File: config.mk
export PLATFORM = sky130hd
export DESIGN_NAME = seq_divider
export DESIGN_NICKNAME = d
export VERILOG_FILES = /design/src/rtl/div_pkg.sv /design/src/rtl/cond_sub.sv /design/src/rtl/seq_divider.sv
export SDC_FILE = /design/constraint.sdc
export NUM_CORES = 1
export LEC_CHECK = 0
export ABC_CLOCK_PERIOD_IN_PS = 2600
export BUFFER_PORTS_ARGS = -buffer_cell sky130_fd_sc_hd__buf_2
export CORE_ASPECT_RATIO = 0.9
export CORE_MARGIN = 2
export CORE_UTILIZATION = 25
export CTS_CLUSTER_DIAMETER = 100
export DETAILED_ROUTE_END_ITERATION = 6
export GPL_TIMING_DRIVEN = 0
export MAX_ROUTING_LAYER = met4
export PLACE_DENSITY = 0.47
export SKIP_CTS_REPAIR_TIMING = 1
export SLEW_MARGIN = 20
export SYNTH_ARGS = -nofsm -noshare
export SYNTH_HDL_FRONTEND = slang
export SYNTH_SLANG_ARGS = --single-unit
File: constraint.sdc
create_clock -name clk -period 2.6 [get_ports clk]
set_input_delay 0.39 -clock clk [delete_from_list [all_inputs] [get_ports clk]]
set_output_delay 0.39 -clock clk [all_outputs]
set_load 0.02 [all_outputs]
File: src/rtl/div_pkg.sv
// div_pkg
//   Shared definitions for the sequential restoring divider.
//   W_DEF        default divisor/remainder width (dividend/quotient are 2*W)
//   state_e      controller state encoding
//   DBZ_QUOTIENT all-ones quotient reported on divide-by-zero (slice to 2*W)
package div_pkg;

  localparam int W_DEF = 3;

  typedef enum logic [1:0] {
    IDLE = 2'd0,
    RUN  = 2'd1,
    DONE = 2'd2
  } state_e;

  // Wide enough for any practical W; users take the low 2*W bits.
  localparam logic [63:0] DBZ_QUOTIENT = '1;

endpackage

File: src/rtl/cond_sub.sv
// cond_sub
//   N-bit ripple-borrow subtractor built from full-adder cells (a + ~b + 1).
//   Ports:
//     a_i         minuend
//     b_i         subtrahend
//     diff_o      a_i - b_i (modulo 2^N)
//     no_borrow_o 1 when a_i >= b_i
module cond_sub
  import div_pkg::*;
#(
  parameter int N = W_DEF + 1
) (
  input  logic [N-1:0] a_i,
  input  logic [N-1:0] b_i,
  output logic [N-1:0] diff_o,
  output logic         no_borrow_o
);

  logic [N:0] carry;

  assign carry[0] = 1'b1;

  for (genvar i = 0; i < N; i++) begin : g_fa
    logic bn;
    assign bn          = ~b_i[i];
    assign diff_o[i]   = a_i[i] ^ bn ^ carry[i];
    assign carry[i+1]  = (a_i[i] & bn) | (a_i[i] & carry[i]) | (bn & carry[i]);
  end

  // Carry out of a + ~b + 1 is the inverted borrow.
  assign no_borrow_o = carry[N];

endmodule

File: src/rtl/seq_divider.sv
// seq_divider
//   Multi-cycle restoring divider, one quotient bit per clock, MSB first.
//   Ports:
//     clk, rst      clock and synchronous active-high reset
//     start         request, accepted in IDLE or in the DONE pulse cycle
//     dividend      2W-bit dividend, sampled on the accepting edge
//     divisor       W-bit divisor, sampled on the accepting edge
//     busy          high while quotient bits are being produced
//     done          one-cycle pulse, results valid
//     quotient      2W-bit quotient, held until next result
//     remainder     W-bit remainder, held until next result
//     div_by_zero   set with done when the divisor was zero
//
//   state | meaning
//   ------+-----------------------------------------------------------
//   IDLE  | waiting for start
//   RUN   | one restoring step per edge, 2W steps
//   DONE  | done pulse; start accepted here. Entered with done low on a
//         | zero divisor, so that result appears one edge later.
module seq_divider
  import div_pkg::*;
#(
  parameter int W = W_DEF
) (
  input  logic           clk,
  input  logic           rst,
  input  logic           start,
  input  logic [2*W-1:0] dividend,
  input  logic [W-1:0]   divisor,
  output logic           busy,
  output logic           done,
  output logic [2*W-1:0] quotient,
  output logic [W-1:0]   remainder,
  output logic           div_by_zero
);

  localparam int                CNT_W    = $clog2(2 * W);
  localparam logic [CNT_W-1:0]  CNT_LAST = CNT_W'(2 * W - 1);

  state_e           state_q;
  logic             busy_q, done_q, dbz_q;
  logic [2*W-1:0]   quot_q, dvd_q, qsr_q, qsr_d;
  logic [W-1:0]     rem_q, dvs_q;
  logic [W:0]       pr_q, pr_shift, pr_d, diff;
  logic             no_borrow;
  logic [CNT_W-1:0] cnt_q;
  logic             accept;
  logic             unused_pr_msb;

  assign pr_shift = {pr_q[W-1:0], dvd_q[2*W-1]};

  cond_sub #(.N(W + 1)) u_sub (
    .a_i         (pr_shift),
    .b_i         ({1'b0, dvs_q}),
    .diff_o      (diff),
    .no_borrow_o (no_borrow)
  );

  assign pr_d  = no_borrow ? diff : pr_shift;
  assign qsr_d = {qsr_q[2*W-2:0], no_borrow};

  // Restoring keeps the stored partial remainder below the divisor,
  // so its top bit is always zero between steps.
  assign unused_pr_msb = pr_q[W];

  assign accept = start && ((state_q == IDLE) || ((state_q == DONE) && done_q));

  always_ff @(posedge clk) begin
    if (rst) begin
      state_q <= IDLE;
      busy_q  <= 1'b0;
      done_q  <= 1'b0;
      dbz_q   <= 1'b0;
      quot_q  <= '0;
      rem_q   <= '0;
      dvd_q   <= '0;
      dvs_q   <= '0;
      qsr_q   <= '0;
      pr_q    <= '0;
      cnt_q   <= '0;
    end else begin
      done_q <= 1'b0;
      if (accept) begin
        dvd_q <= dividend;
        dvs_q <= divisor;
        pr_q  <= '0;
        qsr_q <= '0;
        cnt_q <= CNT_LAST;
        dbz_q <= 1'b0;
        if (divisor != '0) begin
          state_q <= RUN;
          busy_q  <= 1'b1;
        end else begin
          state_q <= DONE;
          busy_q  <= 1'b0;
        end
      end else begin
        case (state_q)
          RUN: begin
            pr_q  <= pr_d;
            qsr_q <= qsr_d;
            dvd_q <= {dvd_q[2*W-2:0], 1'b0};
            if (cnt_q == '0) begin
              quot_q  <= qsr_d;
              rem_q   <= pr_d[W-1:0];
              busy_q  <= 1'b0;
              done_q  <= 1'b1;
              state_q <= DONE;
            end else begin
              cnt_q <= cnt_q - 1'b1;
            end
          end
          DONE: begin
            if (!done_q) begin
              quot_q <= DBZ_QUOTIENT[2*W-1:0];
              rem_q  <= dvd_q[W-1:0];
              dbz_q  <= 1'b1;
              done_q <= 1'b1;
            end else begin
              state_q <= IDLE;
            end
          end
          default: state_q <= IDLE;
        endcase
      end
    end
  end

  assign busy        = busy_q;
  assign done        = done_q;
  assign quotient    = quot_q;
  assign remainder   = rem_q;
  assign div_by_zero = dbz_q;

endmodule
After elaboration in Yosys (flattened, before gate mapping)
Cells that the tools add are included.
Storage, ports and cells
  register bits after elaboration: 34
  input bits: 12
  output and inout port bits: 12
  logic and storage cells: 88
Operators by class
  $add $sub $neg: 1
  equality and inequality tests: 7
  mux-type cells: 24
  bitwise gates (word level): 28
  reduce and logical (&&, ||, !) cells: 16
Operators with widths (count)
  2-to-1 mux 6 bit: 4
  2-to-1 mux 3 bit: 6
  case mux 6 bit (2 select lines): 1
  AND reduction 2 bit: 5
  bitwise AND 1 bit: 8
  2-to-1 mux 2 bit: 4
  bitwise OR 1 bit: 8
  inverter 1 bit: 7
  2-to-1 mux 1 bit: 6
  inequality test 2 bit, second input constant: 3
  inequality test 3 bit, second input constant: 2
  case mux 3 bit (2 select lines): 1
  nonzero test 2 bit: 3
  bitwise XOR 1 bit: 5
  case mux 2 bit (2 select lines): 1
  AND reduction 4 bit: 1
  zero test 3 bit: 1
  nonzero test 3 bit: 1
  subtractor 3 x 1 -> 3 bit, second input constant: 1
  equality test 2 x 1 -> 1 bit, second input constant: 1
  equality test 2 bit, second input constant: 1
  logical AND 1 bit: 2
  zero test 2 bit: 1
  case mux 1 bit (2 select lines): 1
  other kinds (2): 2

Longest topological paths before layout
Gate-level depths: netlist of run 1.
  depth after elaboration: 16
  gate-level depth with buffers: 9

Cells and area by module
From an unflattened synthesis of run 1, not the netlist that was laid out.
Unflattened totals
  cell total of the unflattened synthesis: 183
  area total of the unflattened synthesis: 1677.9 µm²
By module, submodules not included
  seq_divider: times used 1, cells an instance 171, area an instance 1575.3 µm², seq. area each 680.7 µm²
  cond_sub: times used 1, cells an instance 12, area an instance 102.6 µm², seq. area each 0.0 µm²

Least setup slack after synthesis of run 1
OpenSTA, ideal clock, no wires.
  kind: reg2reg
  from: register dvd_q[5]
  to: register rem_q[2] (netlist: remainder[2])
  arrival: 1878 ps
  path slack: 590 ps
  cell stages (with the launch flop): 10
  path buffers: 0
  path through: dfxtp_1 > inv_1 > ha_1 > fa_1 > inv_1 > fa_1 > or2_2 > mux2_2 > o211ai_2 > a21oi_1
On the way
  word-level cells in the longest chain between the ends: 15
  elaborated cells on any way between the ends: 18
  those cells by class: mux (3); bitwise (15)
RTL lines
  from (decl): RTL line seq_divider.sv:42  | logic [2*W-1:0] quot_q, dvd_q, qsr_q, qsr_d;
  from (signal assigned): RTL line seq_divider.sv:84  | dvd_q <= dividend;
  from (signal assigned): RTL line seq_divider.sv:102  | dvd_q <= {dvd_q[2*W-2:0], 1'b0};
  bitwise AND 1 bit: RTL line cond_sub.sv:27  | assign carry[i+1] = (a_i[i] & bn) | (a_i[i] & carry[i]) | (bn & carry[i]);
  bitwise OR 1 bit (*) (2 in a row): RTL line cond_sub.sv:27
  bitwise AND 1 bit: RTL line cond_sub.sv:27
  bitwise OR 1 bit: RTL line cond_sub.sv:27
  bitwise OR 1 bit (*): RTL line cond_sub.sv:27
  bitwise AND 1 bit: RTL line cond_sub.sv:27
  bitwise OR 1 bit (2 in a row): RTL line cond_sub.sv:27
  bitwise AND 1 bit: RTL line cond_sub.sv:27
  bitwise OR 1 bit (2 in a row): RTL line cond_sub.sv:27
  2-to-1 mux 3 bit (*): RTL line seq_divider.sv:59  | assign pr_d = no_borrow ? diff : pr_shift;
  2-to-1 mux 3 bit (*): RTL line seq_divider.sv:103  | if (cnt_q == '0) begin
  case mux 3 bit (2 select lines) (*): RTL line seq_divider.sv:98  | case (state_q)
  to (signal assigned): RTL line seq_divider.sv:105  | rem_q <= pr_d[W-1:0];
  to (signal assigned): RTL line seq_divider.sv:116  | rem_q <= dvd_q[W-1:0];
  to (decl): RTL line seq_divider.sv:43  | logic [W-1:0] rem_q, dvs_q;
Mark *: on every way between the ends. The rest lies on a longest branch, timed or not. The select of a mux whose other input is x is not followed.
A chain may end at the register's enable or synchronous reset.

Final worst setup path of run 1
  from: register dvd_q[5]
  to: register rem_q[1] (netlist: remainder[1])
On the way
  word-level cells in the longest chain between the ends: 15
  elaborated cells on any way between the ends: 18
  those cells by class: mux (3); bitwise (15)
RTL lines (RTL line)
  bitwise AND 1 bit: cond_sub.sv:27
  bitwise OR 1 bit (*) (2 in a row): cond_sub.sv:27
  bitwise AND 1 bit: cond_sub.sv:27
  bitwise OR 1 bit (2 in a row): cond_sub.sv:27
  bitwise AND 1 bit: cond_sub.sv:27
  bitwise OR 1 bit (2 in a row): cond_sub.sv:27
  bitwise AND 1 bit: cond_sub.sv:27
  bitwise OR 1 bit (2 in a row): cond_sub.sv:27
  2-to-1 mux 3 bit (*): seq_divider.sv:59
  2-to-1 mux 3 bit (*): seq_divider.sv:103
  case mux 3 bit (2 select lines) (*): seq_divider.sv:98
Marks and branches as above.

==> qor.yml, run 1 <==
clock_latency_ps: 280
area_delta_synth_final_pct: 19.1
start_kind: "flip-flop"
synth_top_area_frac: 0.437
route.final.wire_length_um: 3350
power_mw: 1.22
ys_ff_latch: 34
path_clk_slew_ps: 70
setup_viol: 0
yosysSeqAreaShare: 0.437
cts_inserted_buffers: 5
min_path_cells: 3
synth.distinct_cells: 31
worstPathArrival_ps: 2380
cp_max_fo: 4
nNetsFinal: 219
reg2regPathDepth: 9
cts_tree: "yes"
hold_class: "in2reg"
maxCapViolations: 0
track_usage: 0.109
grt_pass1_vias: 1127
regArea_sq_um: 681
synth.largest_area_cell: "dfxtp_1"
drive_above_1_share: 0.205
max_slew.worst_pin.slew_ps: 541
power_frac_comb: 0.197
ys_top_cells_by_count: "34 x dfxtp_1, 31 x nor2_1, 14 x a211oi_1, 14 x a21oi_1, 14 x mux2i_1"
p_sw_mw: 0.353
status: "finished, final reports clean"
cts_buffer_depth: 2
period_share: 0.841
rows: 27
htree_levels: 2
gp_congestion: 0.790
netSwitchingFraction: 0.289
max_freq_mhz: 457
p_int_mw: 0.869
drtIter0Drc: 38
wire_per_inst_um: 12.3
multi_input_area_sq_um: 800
synthTopCellsByArea: "dfxtp_1 44%, mux2i_1 9.0%, nor2_1 7.5%"
nFillCells: 651
seqPwrFrac: 0.474
drtAntennaViolNets: 0
synth_area_per_cell_sq_um: 9.21
grt_pass1_wl_um: 5600
start_util: 0.256
diodes: 0
finalHoldViolations: 0
dieWidth_um: 87.2
slew_viol_final: 0
required_ps: 2790
p_leak_nw: 0.711
place.detailed.hpwl_um: 2490
die_h_um: 78.9
crit_type: "reg2reg"
antenna_found_initial: 0
drc: 0
clock_skew_ps: 6.47
io_pins: 24
portBuffers: 23
vias: 1228
first_pass_iters: 4
setup_tns_ps: 0
critPathCaptureType: "flip-flop"
synthCells: 169
place_inst: 264
cts-root-buf: "clkbuf_8"
instances_no_fill: 272
clkPwrFrac: 0.329
p_per_area_mw_per_mm2: 660
cts.sinks: 34
grt_setup_unrepaired: "false"
vdd_ir_drop_max_mv: 0.167
synth.most_common_cell: "dfxtp_1"
yosys_most_used_dff: "dfxtp_1"
synth-edff-count: 0
async_flop_share: 0
overflow: 0
synth_fp_nets: 189
yosys_warnings: 0
fp.dieArea_sq_mm: 0.00687
grt_max_degree: 11
relSlewSlack: 0.639
core_area_sq_mm: 0.00608
viasPerCell: 4.51
fin_crit_ps: 2190
netlist_area_sq_mm: 0.00156
==> layer usage <==
| metal | global-route usage | wire [um] |
|---|---|---|
| met1 | 0.146 | 1710 |
| met2 | 0.156 | 1450 |
| met3 | 0.0312 | 149 |
| met4 | 0.0415 | 39 |
| met5 | - | 0 |
==> power groups by stage <==
stage,logic [mW],registers (mW),clock network [mW]
2_1_floorplan,0.161,0.605,0
6_report,0.241,0.579,0.402
3_5_place_dp,0.244,0.592,0
4_1_cts,0.245,0.580,0.417
5_1_grt,0.274,0.583,0.440
3_3_place_gp,0.245,0.591,0
==> path summary, 6_finish.rpt <==
check / from / to / slack (ps)
worst max register to register: dvd_q[5] / remainder[1] / 410
worst min register to register: div_by_zero / div_by_zero / 470
worst min-delay path: dividend[0] / dvd_q[0] / 350
worst max-delay path: dvd_q[5] / remainder[1] / 410
==> placed cells by master, fill, tap and decap left out, drive strengths merged, types with 2 or more instances in the layout <==
master and count:
dfxtp 34, nor2 31, buf 28, a211oi 15, a21oi 14, mux2i 14
clkbuf 11, nand2 10, inv 8, ha 6, nand2b 4, nor3 3
o211ai 3, and2 2, nor2b 2, fa 2
==> sequential cells by signal, indices dropped and copies added, names as in the netlist <==
signal       count
state_q          2
div_by_zero      1
qsr_q            5
pr_q             3
done             1
cnt_q            3
quotient         6
busy             1
dvd_q            6
dvs_q            3
remainder        3
==> cell type report <==
class,instances,area share
inverters,8,0.0162
repair buffers,23,0.0621
clock inverters,1,0.00270
flip-flops and latches,34,0.367
plain buffers,9,0.0250
well taps,72,0.0486
multi-input cells,118,0.431
clock buffers,7,0.0466
==> worst max-delay path, stage by stage, from the launching register on <==
cell and delay [ps]:
dfxtp_1 330, inv_1 60, ha_1 150, fa_1 180, inv_1 50, fa_1 410, or2_2 340, a21oi_1 220
mux2i_1 110, a211oi_1 240
==> cell families (layout without fill, tap and decap cells) <==
group,count (synthesis),count (layout),share of synthesized area
fa+ha+maj,8,8,0.0740
compound gates,37,37,0.174
mux,15,15,0.0973
simple gates,57,57,0.162
flops,34,34,0.437
buf+inv,17,48,0.0490
xor+xnor,1,1,0.00563
==> per-stage QoR <==
step / hold slack, ps / utilization / cell area, sq um / worst slack (ps)
finish: 352 / 0.305 / 1850 / 413
global route: 360 / 0.305 / 1850 / 222
CTS: 348 / 0.305 / 1850 / 401
detailed placement: 458 / 0.290 / 1760 / 429
global placement: 448 / 0.290 / 1760 / 453
floorplan: 436 / - / 1560 / 590
(Power assumes the default switching activity.)
==> run 2: changes to the inputs <==
Settings changed: ABC_AREA set to 1, ABC_CLOCK_PERIOD_IN_PS 2600 to 2190, PLACE_DENSITY 0.47 to 0.46.
Clock period 2.6 ns to 2.19 ns, I/O delays scaled along.
==> run 2 against run 1 <==
  * Via count is 21% higher
  * Largest power group unchanged
  * Combinational power is 88% higher
  * First-iteration DRC count is 76% higher
  * Highest routed layer unchanged
  * Fmax is 12% higher
  * Final area is 6.9% higher
  * Non-clock buffer count stayed put
  * Sequential power is 23% higher
  * Critical path type unchanged
  * Clock skew is 1.5 ps higher
  * Area after synthesis is 6.4% higher
  * Critical path depth is 2 higher
  * Clock power is 21% higher
  * Synthesized cell count is 37% higher
==> qor.yml, run 2 <==
status: "finished, final reports clean"  # unchanged
crit_path_top_delay_cell: "fa_1"  # unchanged
cpPeakStageDelay_ps: 400  # was 410 ps
track_usage: 0.119  # was 0.109
fp.dieArea_sq_mm: 0.00729  # was 0.00687 sq mm
synth_top_area_frac: 0.411  # was 0.437
cts_inserted_buffers: 5  # unchanged
cpMostUsedCell: "inv_1"
synthSimpleGateAreaFrac: 0.324  # was 0.162
drtIter0Drc: 67  # was 38
grt_setup_unrepaired: "false"  # unchanged
cts.sinks: 34  # unchanged
dieWidth_um: 89.8  # was 87.2 um
synth-edff-count: 0  # unchanged
drive_above_1_share: 0.190  # was 0.205
cts_buffer_depth: 2  # unchanged
synth_fp_nets: 252  # was 189
p_leak_nw: 0.929  # was 0.711 nW
overflow: 0  # unchanged
path_clk_slew_ps: 80  # was 70 ps
setup_tns_ps: 0  # unchanged
area_delta_synth_final_pct: 19.7  # was 19.1%
synth_compound_area_frac: 0.0831  # was 0.174
vias: 1488  # was 1228
vdd_ir_drop_max_mv: 0.252  # was 0.167 mV
yosys_warnings: 0  # unchanged
place_inst: 345  # was 264
hold_class: "in2reg"  # unchanged
cp_max_fo: 2  # was 4
portBuffers: 23  # unchanged
required_ps: 2380  # was 2790 ps
p_per_area_mw_per_mm2: 833  # was 660 mW/mm^2
synth_adder_area_share: 0.0695  # was 0.0740
finalHoldViolations: 0  # unchanged
slew_viol_final: 0  # unchanged
worstPathArrival_ps: 2140  # was 2380 ps
synth.largest_area_cell: "dfxtp_1"  # unchanged
antenna_found_initial: 0  # unchanged
synth_top_family_by_area: "simple AND/OR/NAND/NOR gates"  # was compound AO/OA/AOI/OAI gates
relSlewSlack: 0.675  # was 0.639
grt_pass1_wl_um: 6670  # was 5600 um
viasPerCell: 4.22  # was 4.51
synth.distinct_cells: 22  # was 31
synthTopCellsByArea: "dfxtp_1 41%, nand2_1 14%, nand3_1 8.2%"  # was dfxtp_1 44%, mux2i_1 9.0%, nor2_1 7.5%
period_share: 0.889  # was 0.841
final_cell_mix: "60 x nand2_1, 34 x dfxtp_1, 30 x inv_1"  # was 34 x dfxtp_1, 31 x nor2_1, 27 x buf_2
grt_pass1_vias: 1438  # was 1127
setup_viol: 0  # unchanged
crit_type: "reg2reg"  # unchanged
diodes: 0  # unchanged
ys_top_cells_by_count: "60 x nand2_1, 34 x dfxtp_1, 30 x inv_1, 27 x nand3_1, 21 x nor2_1"  # was 34 x dfxtp_1, 31 x nor2_1, 14 x a211oi_1, 14 x a21oi_1, 14 x mux2i_1
start_kind: "flip-flop"  # unchanged
synth_area_per_cell_sq_um: 7.14  # was 9.21 sq um
cts_tree: "yes"  # unchanged
synth.most_common_cell: "nand2_1"  # was dfxtp_1
endpoint: "remainder[2]"  # was remainder[1]
rows: 28  # was 27
gp_congestion: 0.774  # was 0.790
instances_no_fill: 353  # was 272
synthCells: 232  # was 169
critPathLaunch: "dvd_q[5]"  # unchanged
yosysSeqAreaShare: 0.411  # was 0.437
r2r_end: "remainder[2]"  # was remainder[1]
place.detailed.hpwl_um: 2840  # was 2490 um
htree_levels: 2  # unchanged
route.final.wire_length_um: 3900  # was 3350 um
final_common_cell: "nand2_1"  # was dfxtp_1
cts-root-buf: "clkbuf_8"  # unchanged
clock_latency_ps: 290  # was 280 ps
max_slew.worst_pin.slew_ps: 487  # was 541 ps
first_pass_iters: 4  # unchanged
fin_crit_ps: 1950  # was 2190 ps
max_freq_mhz: 514  # was 457 MHz
wire_per_inst_um: 11.0  # was 12.3 um
maxCapViolations: 0  # unchanged
async_flop_share: 0  # unchanged
io_pins: 24  # unchanged
r2r-start: "dvd_q[5]"  # unchanged
synthMuxAreaShare: 0  # was 0.0973
reg2regPathDepth: 11  # was 9
yosys_most_used_dff: "dfxtp_1"  # unchanged
ys_ff_latch: 34  # unchanged
drc: 0  # unchanged
grt_max_degree: 12  # was 11
nNetsFinal: 282  # was 219
drtAntennaViolNets: 0  # unchanged
start_util: 0.255  # was 0.256
path_cells: "inv_1 > ha_1 > fa_1 > inv_1 > fa_1 > inv_1 > nand2_1 > nand3_1 > nand2_1 > nor2_1 > nor2_1"  # was inv_1 > ha_1 > fa_1 > inv_1 > fa_1 > or2_2 > a21oi_1 > mux2i_1 > a211oi_1
netlist_area_sq_mm: 0.00166  # was 0.00156 sq mm
clock_skew_ps: 7.92  # was 6.47 ps
r2r_slack_ps: 240  # was 410 ps
core_area_sq_mm: 0.00648  # was 0.00608 sq mm
critPathCaptureType: "flip-flop"  # unchanged
die_h_um: 81.2  # was 78.9 um
synth_xor_area_frac: 0  # was 0.00563
==> run 2: report_power, final <==
part | internal [mW] | switching, mW | total (mW)
sequential | 0.678 | 0.0317 | 0.710
clock | 0.253 | 0.234 | 0.486
combinational | 0.161 | 0.293 | 0.453
==> run 2: kinds of logic (layout without fill, tap and decap cells) <==
family | after synthesis | in the layout
AOI/OAI and AO/OA | 26 | 26
adders and majority gates | 8 | 8
buffers and inverters | 42 | 73
DFF | 34 | 34
and+or+nand+nor | 122 | 122
==> run 2: cell type report <==
class / instances / area [sq um]
clock buffer: 6 / 82.6
sequential: 34 / 681
inverter: 33 / 124
timing repair buffer: 23 / 115
clock inverter: 2 / 12.5
multi-input combinational: 156 / 791
fill: 732 / 4500
tap: 90 / 113
buffer: 9 / 62.6
==> run 2: through the flow <==
stage / hold slack, ps / power [mW] / setup WS (ps) / util / cell area [sq um]
floorplan: 398 / 1.06 / 404 / - / 1660
global placement: 455 / 1.18 / 201 / 0.291 / 1880
detailed placement: 460 / 1.18 / 218 / 0.291 / 1880
CTS: 303 / 1.68 / 219 / 0.305 / 1980
global route: 316 / 1.79 / 69.5 / 0.306 / 1980
finish: 302 / 1.65 / 244 / 0.306 / 1980
==> run 2: worst max-delay path, delay by kind of cell, from the launching register on <==
kind | cells | cell delay [ps]
fa+ha+maj | 3 | 960
buf+inv | 3 | 220
flops | 1 | 340
simple gates | 5 | 340
==> run 2: worst min-delay path by stage <==
stage,startpoint,endpoint,slack [ps],depth (start not counted)
finish,divisor[1],dvs_q[1],300,3
floorplan,rst,cnt_q[2],400,1
global placement,cnt_q[1],cnt_q[1],450,2
detailed placement,pr_q[0],pr_q[0],460,2
CTS,rst,state_q[0],300,2
global route,divisor[1],dvs_q[1],320,3
==> run 2: per-layer routing <==
layer  global-route usage  up-vias  share of wire  wire [um]
met3               0.0334        2          0.039        151
met2                0.183       29           0.43       1690
met4               0.0415        0         0.0092         36
met5                    -        -              0          0
li1                     -      786              -          -
met1                0.151      671           0.52       2020
